--- src/rtl/calc_port_responder.sv ---
// calc_port_responder
//   Two-cycle command intake (command + operand1, then operand2) feeding a
//   one-cycle execute stage. Add/sub/invalid results go straight into a
//   4-deep response FIFO. Shift results take two extra pipeline stages before
//   reaching the FIFO. The FIFO accepts two writes per cycle, with the older
//   (shift) result first, and pops one response per cycle onto the outputs.
//   A per-tag outstanding mask drops commands whose tag is still in flight.
//
//   Optional feature: define CALC_SHIFT_EN to execute cmds 5/6 as logical
//   shifts; otherwise they are answered as invalid and the shift pipeline
//   is not built.
//
// Ports
//   clk       rising-edge clock
//   reset     synchronous active-high reset
//   cmd_in    [3:0]  0 none, 1 add, 2 sub, 5 shl, 6 shr, others invalid
//   data_in   [31:0] operand1 in the command cycle, operand2 the cycle after
//   tag_in    [1:0]  command tag, sampled with the command
//   data_out  [31:0] response data (0 when no response)
//   tag_out   [1:0]  response tag (0 when no response)
//   resp_out  [1:0]  0 idle, 1 success, 2 error
module calc_port_responder (
    input  logic        clk,
    input  logic        reset,
    input  logic [3:0]  cmd_in,
    input  logic [31:0] data_in,
    input  logic [1:0]  tag_in,
    output logic [31:0] data_out,
    output logic [1:0]  tag_out,
    output logic [1:0]  resp_out
);
    localparam logic [3:0] CMD_NONE = 4'd0;
    localparam logic [3:0] CMD_ADD  = 4'd1;
    localparam logic [3:0] CMD_SUB  = 4'd2;
`ifdef CALC_SHIFT_EN
    localparam logic [3:0] CMD_SHL  = 4'd5;
    localparam logic [3:0] CMD_SHR  = 4'd6;
`endif
    localparam logic [1:0] RESP_IDLE = 2'd0;
    localparam logic [1:0] RESP_OK   = 2'd1;
    localparam logic [1:0] RESP_ERR  = 2'd2;
    localparam int         FIFO_DEPTH = 4;

    typedef enum logic { ST_IDLE, ST_OP2 } state_t;

    typedef struct packed {
        logic [31:0] data;
        logic [1:0]  tag;
        logic [1:0]  resp;
    } rsp_t;

    // intake
    state_t      state_q, state_d;
    logic [3:0]  cmd_q, cmd_d;
    logic [1:0]  tag_q, tag_d;
    logic [31:0] op1_q, op1_d;
    logic        accept;

    // execute stage
    logic        ex_vld_q, ex_vld_d;
    logic [3:0]  ex_cmd_q, ex_cmd_d;
    logic [1:0]  ex_tag_q, ex_tag_d;
    logic [31:0] ex_op1_q, ex_op1_d;
    logic [31:0] ex_op2_q, ex_op2_d;
    logic [32:0] ex_sum;
    logic        ex_is_shift;
    rsp_t        ex_rsp;

`ifdef CALC_SHIFT_EN
    // shift pipeline
    logic        sh1_vld_q, sh1_vld_d;
    logic        sh2_vld_q, sh2_vld_d;
    rsp_t        sh1_q, sh1_d;
    rsp_t        sh2_q, sh2_d;
`endif

    // response FIFO
    rsp_t        mem_q [0:FIFO_DEPTH-1];
    rsp_t        mem_d [0:FIFO_DEPTH-1];
    logic [1:0]  rd_ptr_q, rd_ptr_d;
    logic [1:0]  wr_ptr_q, wr_ptr_d;
    logic [2:0]  cnt_q, cnt_d;
    logic [2:0]  free;
    logic        pop;
    rsp_t        head;
    logic        wa_vld, wb_vld;
    rsp_t        wa, wb;
    logic        first_vld, second_vld, first_ok, second_ok;
    rsp_t        first, second;

    // outstanding tags
    logic [3:0]  mask_q, mask_d;

    // ------------------------------------------------------------------
    // Intake: IDLE takes command + operand1, OP2 takes operand2 and hands
    // the whole command to the execute stage. cmd_in is ignored in OP2.
    // ------------------------------------------------------------------
    always_comb begin
        accept   = (state_q == ST_IDLE) && (cmd_in != CMD_NONE) && !mask_q[tag_in];
        state_d  = state_q;
        cmd_d    = cmd_q;
        tag_d    = tag_q;
        op1_d    = op1_q;
        ex_vld_d = 1'b0;
        ex_cmd_d = ex_cmd_q;
        ex_tag_d = ex_tag_q;
        ex_op1_d = ex_op1_q;
        ex_op2_d = ex_op2_q;
        case (state_q)
            ST_IDLE: begin
                if (accept) begin
                    state_d = ST_OP2;
                    cmd_d   = cmd_in;
                    tag_d   = tag_in;
                    op1_d   = data_in;
                end
            end
            ST_OP2: begin
                state_d  = ST_IDLE;
                ex_vld_d = 1'b1;
                ex_cmd_d = cmd_q;
                ex_tag_d = tag_q;
                ex_op1_d = op1_q;
                ex_op2_d = data_in;
            end
            default: state_d = ST_IDLE;
        endcase
    end

    // ------------------------------------------------------------------
    // Execute: errors always return data 0.
    // ------------------------------------------------------------------
    always_comb begin
        ex_sum      = {1'b0, ex_op1_q} + {1'b0, ex_op2_q};
        ex_is_shift = 1'b0;
        ex_rsp.data = 32'd0;
        ex_rsp.tag  = ex_tag_q;
        ex_rsp.resp = RESP_ERR;
        case (ex_cmd_q)
            CMD_ADD: begin
                if (!ex_sum[32]) begin
                    ex_rsp.data = ex_sum[31:0];
                    ex_rsp.resp = RESP_OK;
                end
            end
            CMD_SUB: begin
                if (ex_op2_q <= ex_op1_q) begin
                    ex_rsp.data = ex_op1_q - ex_op2_q;
                    ex_rsp.resp = RESP_OK;
                end
            end
`ifdef CALC_SHIFT_EN
            CMD_SHL: begin
                ex_is_shift = 1'b1;
                ex_rsp.data = ex_op1_q << ex_op2_q[4:0];
                ex_rsp.resp = RESP_OK;
            end
            CMD_SHR: begin
                ex_is_shift = 1'b1;
                ex_rsp.data = ex_op1_q >> ex_op2_q[4:0];
                ex_rsp.resp = RESP_OK;
            end
`endif
            default: ;
        endcase
    end

`ifdef CALC_SHIFT_EN
    // Shift result is computed in the execute stage and then delayed two
    // cycles so it lands in the FIFO at N+4.
    always_comb begin
        sh1_vld_d = ex_vld_q && ex_is_shift;
        sh1_d     = ex_rsp;
        sh2_vld_d = sh1_vld_q;
        sh2_d     = sh1_q;
    end
`endif

    // ------------------------------------------------------------------
    // Response FIFO: port A (shift pipe) is always older than port B
    // (execute stage), so A is packed into the first free slot.
    // ------------------------------------------------------------------
    assign head = mem_q[rd_ptr_q];
    assign pop  = (cnt_q != 3'd0);

    always_comb begin
`ifdef CALC_SHIFT_EN
        wa_vld = sh2_vld_q;
        wa     = sh2_q;
`else
        wa_vld = 1'b0;
        wa     = '0;
`endif
        wb_vld     = ex_vld_q && !ex_is_shift;
        wb         = ex_rsp;
        first_vld  = wa_vld || wb_vld;
        first      = wa_vld ? wa : wb;
        second_vld = wa_vld && wb_vld;
        second     = wb;

        // Unique tags bound occupancy to 4, so these guards never drop a
        // write in practice; they only keep the pointers consistent.
        free      = 3'(FIFO_DEPTH) - cnt_q + {2'b00, pop};
        first_ok  = first_vld && (free != 3'd0);
        second_ok = second_vld && (free >= 3'd2);

        for (int i = 0; i < FIFO_DEPTH; i++) mem_d[i] = mem_q[i];
        if (first_ok)  mem_d[wr_ptr_q]         = first;
        if (second_ok) mem_d[wr_ptr_q + 2'd1]  = second;

        wr_ptr_d = wr_ptr_q + {1'b0, first_ok} + {1'b0, second_ok};
        rd_ptr_d = rd_ptr_q + {1'b0, pop};
        cnt_d    = cnt_q + {2'b00, first_ok} + {2'b00, second_ok} - {2'b00, pop};
    end

    // A popped tag cannot be the one being accepted: acceptance needs its
    // mask bit clear while a queued response has its bit set.
    always_comb begin
        mask_d = mask_q;
        if (pop)    mask_d[head.tag] = 1'b0;
        if (accept) mask_d[tag_in]   = 1'b1;
    end

    // Head of the FIFO is presented for exactly the cycle it is popped.
    assign data_out = pop ? head.data : 32'd0;
    assign tag_out  = pop ? head.tag  : 2'd0;
    assign resp_out = pop ? head.resp : RESP_IDLE;

    // ------------------------------------------------------------------
    // State
    // ------------------------------------------------------------------
    always_ff @(posedge clk) begin
        if (reset) begin
            state_q   <= ST_IDLE;
            cmd_q     <= '0;
            tag_q     <= '0;
            op1_q     <= '0;
            ex_vld_q  <= 1'b0;
            ex_cmd_q  <= '0;
            ex_tag_q  <= '0;
            ex_op1_q  <= '0;
            ex_op2_q  <= '0;
`ifdef CALC_SHIFT_EN
            sh1_vld_q <= 1'b0;
            sh2_vld_q <= 1'b0;
            sh1_q     <= '0;
            sh2_q     <= '0;
`endif
            rd_ptr_q  <= '0;
            wr_ptr_q  <= '0;
            cnt_q     <= '0;
            mask_q    <= '0;
        end else begin
            state_q   <= state_d;
            cmd_q     <= cmd_d;
            tag_q     <= tag_d;
            op1_q     <= op1_d;
            ex_vld_q  <= ex_vld_d;
            ex_cmd_q  <= ex_cmd_d;
            ex_tag_q  <= ex_tag_d;
            ex_op1_q  <= ex_op1_d;
            ex_op2_q  <= ex_op2_d;
`ifdef CALC_SHIFT_EN
            sh1_vld_q <= sh1_vld_d;
            sh2_vld_q <= sh2_vld_d;
            sh1_q     <= sh1_d;
            sh2_q     <= sh2_d;
`endif
            rd_ptr_q  <= rd_ptr_d;
            wr_ptr_q  <= wr_ptr_d;
            cnt_q     <= cnt_d;
            mask_q    <= mask_d;
        end
    end

    // FIFO storage needs no reset: occupancy is tracked by cnt_q.
    always_ff @(posedge clk) begin
        for (int i = 0; i < FIFO_DEPTH; i++) mem_q[i] <= mem_d[i];
    end

endmodule

--- config.mk ---
export PLATFORM = sky130hd
export DESIGN_NAME = calc_port_responder
export DESIGN_NICKNAME = d
export VERILOG_FILES = /design/src/rtl/calc_port_responder.sv
export SDC_FILE = /design/constraint.sdc
export NUM_CORES = 1
export LEC_CHECK = 0
export CORE_MARGIN = 2
export CORE_UTILIZATION = 55
export DETAILED_ROUTE_END_ITERATION = 16
export GPL_TIMING_DRIVEN = 1
export PLACE_DENSITY = 0.74
export SETUP_SLACK_MARGIN = 0.02
export SYNTH_ARGS = -nofsm -noshare
export SYNTH_HDL_FRONTEND = slang
export SYNTH_SLANG_ARGS = --single-unit
--- constraint.sdc ---
create_clock -name clk -period 12.1 [get_ports clk]
set_input_delay 3.63 -clock clk [delete_from_list [all_inputs] [get_ports clk]]
set_output_delay 3.63 -clock clk [all_outputs]
set_load 0.005 [all_outputs]
==> results of run 1 <==
## routing by layer
metal / routed length [um] / vias to the layer above
li1: - / 4891
met1: 14430 / 4878
met2: 14650 / 326
met3: 2078 / 47
met4: 660 / 0
met5: 0 / -
## sequential cells by signal, summed over array words and instances (netlist names)
signal	cells
mem_q	144
ex_op1_q	32
ex_op2_q	32
op1_q	32
cmd_q	4
ex_cmd_q	4
mask_q	4
cnt_q	3
ex_tag_q	2
rd_ptr_q	2
tag_q	2
wr_ptr_q	2
ex_vld_q	1
state_q	1
## cells in the final DEF (no fill, tap or decap), types with 8 or more instances in the layout
master / n
a21o_1: 11
a21oi_1: 106
a221oi_1: 17
a2bb2oi_1: 13
and2_1: 41
buf_4: 11
clkbuf_16: 27
clkdlybuf4s50_1: 74
dfxtp_1: 119
edfxtp_1: 144
ha_1: 70
inv_1: 79
mux2i_1: 70
mux4_2: 37
nand2_1: 110
nand2b_1: 8
nand3_1: 11
nand4_1: 11
nor2_1: 131
nor2b_1: 21
nor3_1: 9
nor4_1: 9
o21ai_0: 41
o21bai_1: 11
o22ai_1: 10
o31ai_1: 15
or3_1: 9
## worst paths after layout
check | from | to
setup / recovery | rd_ptr_q[0] | data_out[19]
hold / removal | op1_q[17] | op1_q[17]
setup reg to reg | ex_op2_q[25] | mem_q[0][10]
hold reg to reg | op1_q[17] | op1_q[17]
## report_power, final
group          leakage (nW)  switching (mW)  total [mW]  internal [mW]
sequential             2.33          0.0502        1.08           1.03
combinational          3.25           0.426       0.855          0.429
clock                 0.442           0.368       0.872          0.504
## worst max-delay path, delay by kind of cell, from the launching register on
family	cells	cell delay, ps
buffers and inverters	2	980
muxes	1	570
DFF	1	500
and+or+nand+nor	1	180
## stage by stage
step	instances	hold WS, ps	util	setup WS, ps	area [um2]
2_1_floorplan	1316	436.0	-	6469	13920
3_3_place_gp	1652	443.3	0.5921	6206	14820
5_1_grt	1702	474.7	0.6295	5477	15760
4_1_cts	1702	456.5	0.6295	5590	15760
3_5_place_dp	1652	448.0	0.5921	6160	14820
6_report	1702	453.8	0.6295	5652	15760
## final cells by class
cell class	instances	area, um2	share of cell area
Clock buffer	29	683.2	0.04334
Clock inverter	21	254.0	0.01611
Inverter	80	300.3	0.01905
Multi-Input combinational cell	892	6536	0.4147
Sequential cell	265	6751	0.4284
Tap cell	330	412.9	0.02620
Timing Repair Buffer	85	823.3	0.05223
## logic make-up after synthesis
group	share of synthesized area
simple gates	0.1335
fa+ha+maj	0.06725
flops	0.4848
compound gates	0.1529
xor+xnor	0.003146
buf+inv	0.04738
mux	0.1110
==> run metrics, run 1 <==
Critical Path Max Stage Delay=570 ps; Post-Syn Nets=1429; DR iter-0 viols=1055; Worst Path Max Fanout=29; WS Path Type=flop to primary output; CTS clock-pin slew for the worst setup and hold paths=70 ps; P&R area growth vs syn=13.25%; Synth cell types=79; first-pass GRT wire length=51120 um; min Tclk post-route=6448 ps; CP endpoint kind=primary output; f_max=155.1 MHz; Detail Placement HPWL=22010 um; share of layout cells above drive strength 1=0.09257; nets=1464; Cell Area, Synth=13920 um2; worst slew pin tran=1136 ps; die width=163.1 um; worst min-delay path category=flop to flop; Async S/R FF share, synth=0; max-cap viol count=0; Power Dens Cells=178.0 nW/um2; drt pass-1 iters=5; vias in the first global route=9628; Die Height=163.1 um; Yosys reg bits=265; Synth area leaders=edfxtp_1, dfxtp_1, ha_1; pin count of the biggest net entering global routing=93; slew margin rel.=0.2428; area share of the largest cell type after synthesis=0.3107; crit path max-delay cell type=mux4_2; Final Cycle Share=0.5329; initial antenna violation count=0; Yosys Warn Count=0; setup tns final=0 ps; CTS tree=done; Arr. time, crit path=2820 ps; WL final=31820 um; Main synth FF type=edfxtp_1; EDFF count, synth=144; ant diodes=0; number of CTS-inserted buffers=27; Commonest cells post-synth=edfxtp_1, nor2_1, dfxtp_1; post-synth top area cell=edfxtp_1; post-cts sizing count=0; I/O pin count=76; die area=26590 um2; final hold violations=0; DRT antenna net count=0; root buf cell=clkbuf_16; IO buf count=75; clk buf depth=3; Post-CTS Setup Inserts=0; Design Power=2.805 mW; GR Layer Usage met3=0.03250; Avg Cell Area, Syn=10.58 um2; met1 Usage GRT=0.3465; CTS Sinks=265; Clock Skew=13.85 ps; core area=25040 um2; Filler cells=2045; outcome=complete, no violations; peak supply drop=0.0001203 V; grt total ovfl=0; Hold Path Depth=2; CP startpoint kind=flop; final setup violation count=0; Synth Instances=1316; vias=10140; Overall Global Routing Usage=0.2411; Final Max Slew Viols=0; DRC=0; Row Count=58; CP Cell Sequence=buf_4 -> mux4_2 -> and2_1 -> clkdlybuf4s50_1; most common cell in the synthesized netlist=edfxtp_1; drt via density=5.959; leakage power=6.019 nW; critical path data required time=8470 ps; GRT met2 Usage=0.3912; R2R Setup Slk=7900 ps; Placer Congestion=0.9316; Clock Latency Late Sink=550 ps; H-tree depth=1; RSZ-0062 raised after global routing=no; cells on worst reg2reg path=11; DR WL/cell=18.69 um; sequential cell area fraction in the yosys report=0.4848; # hold bufs at CTS=0; Initial Util=0.5559; gr busiest metal=met2
Power figures use the tool's default switching activity.
==> run 2: changes to the inputs <==
- clock period: 12.1 -> 5.96 ns (I/O delays scaled with it)
==> run 2 against run 1 <==
Net effect:
- non-clock buffer count unchanged
- die area did not move
- largest power group unchanged
- sequential share of layout area up 0.13 points
- wire length rose by 0.76%
- sequential power up 100%
- highest routed layer unchanged
- total power grew 100%
- register-to-register slack lost 6100 ps
- clock skew is 3.7 ps lower
- cell area shrank 0.30%
==> run metrics, run 2 (synthesized netlist as in run 1, its figures left out) <==
Sw Ratio=0.2957; Detail Placement HPWL=22130 um; final hold violations=0; Worst Path Max Fanout=22; outcome=complete, no violations; most frequent cells in the layout=edfxtp_1, nor2_1, dfxtp_1, nand2_1, a21oi_1; Post-CTS Setup Inserts=0; Arr. time, crit path=2910 ps; CP endpoint kind=primary output; CP startpoint kind=flop; Final Max Slew Viols=0; grt total ovfl=0; DR iter-0 viols=915; number of CTS-inserted buffers=26; WL final=32060 um; Design Power=5.608 mW; min Tclk post-route=4699 ps; P_sw=1.658 mW; nets=1463; vias in the first global route=9458; DRT antenna net count=0; Clock Skew=10.16 ps; IO buf count=75; Clock Latency Late Sink=540 ps; share of layout cells above drive strength 1=0.08978; placed cell count=1652; setup ws final=1261 ps; worst min-delay path category=flop to flop; P&R area growth vs syn=12.91%; Critical Path Max Stage Delay=670 ps; final setup violation count=0; worst slew pin tran=1130 ps; initial antenna violation count=0; Final Cycle Share=0.7885; leakage power=6.032 nW; Placer Congestion=0.9166; I/O pin count=76; H-tree depth=1; Logic pwr share=0.307; core area=25040 um2; peak supply drop=0.0002375 V; CTS tree=done; RSZ-0062 raised after global routing=no; root buf cell=clkbuf_16; drt pass-1 iters=5; Sequential Power Share=0.394; # hold bufs at CTS=0; pin count of the biggest net entering global routing=79; clock share of power=0.299; slew margin rel.=0.2269; DR WL/cell=18.86 um; Row Count=58; critical path data required time=4170 ps; CP Cell Sequence=buf_4 -> mux4_2 -> and2_1 -> clkdlybuf4s50_1; die width=163.1 um; WS Path Type=flop to primary output; clk buf depth=3; crit path max-delay cell type=dfxtp_2; internal power=3.949 mW; post-route cell area=15710 um2; Initial Util=0.5559; Die Height=163.1 um; most flop-heavy register=mem_q; post-cts sizing count=0; commonest non-fill, non-tap cell in the layout=edfxtp_1; DRC=0; worst slack at placement=1739 ps; max-cap viol count=0; vias=10110; die area=26590 um2; placed instance area=14820 um2; drt via density=5.949; post-route core utilization=0.6276; f_max=212.8 MHz; post-route insts no fill=1700; WHS=455.1 ps; Overall Global Routing Usage=0.2414; max reg flops=144; CTS Sinks=265; ant diodes=0; setup tns final=0 ps; first-pass GRT wire length=51300 um; Power Dens Cells=356.9 nW/um2; CTS clock-pin slew for the worst setup and hold paths=60 ps
-- run 2: metal layers --
| metal | vias to the layer above | part of all wire | track usage |
|---|---|---|---|
| li1 | 4885 | - | - |
| met1 | 4879 | 0.46 | 0.3532 |
| met5 | - | 0 | 0 |
| met2 | 308 | 0.47 | 0.3923 |
| met3 | 41 | 0.054 | 0.02463 |
| met4 | 0 | 0.018 | 0.05310 |
-- run 2: power groups by stage --
stage | clock [mW] | sequential, mW | combinational [mW]
after detailed placement | 0 | 2.25 | 1.72
final | 1.68 | 2.21 | 1.72
after floorplan | 0 | 2.17 | 1.17
after global placement | 0 | 2.24 | 1.68
after global routing | 1.76 | 2.23 | 1.88
after CTS | 1.70 | 2.21 | 1.73
-- run 2: cell type report --
| class | instances | area, um2 |
|---|---|---|
| fillers | 2045 | 9323 |
| flip-flops and latches | 265 | 6751 |
| multi-input cells | 892 | 6536 |
| repair buffers | 85 | 823.3 |
| clock buffers | 31 | 720.7 |
| well taps | 330 | 412.9 |
| inverters | 80 | 300.3 |
| clock inverters | 17 | 168.9 |
-- run 2: path summary, 6_finish.rpt --
kind / startpoint / endpoint / slack (ps) / cells after the start
hold reg to reg: op1_q[12] / op1_q[12] / 460 / 2
setup reg to reg: ex_op2_q[7] / mem_q[3][4] / 1830 / 11
hold / removal: op1_q[12] / op1_q[12] / 460 / 2
setup / recovery: rd_ptr_q[0] / data_out[22] / 1260 / 4
-- run 2: worst max-delay path: cells and delay by family, from the launching register on --
family / cells / cell delay [ps]
buf+inv: 2 / 930
flops: 1 / 670
mux: 1 / 580
simple gates: 1 / 170
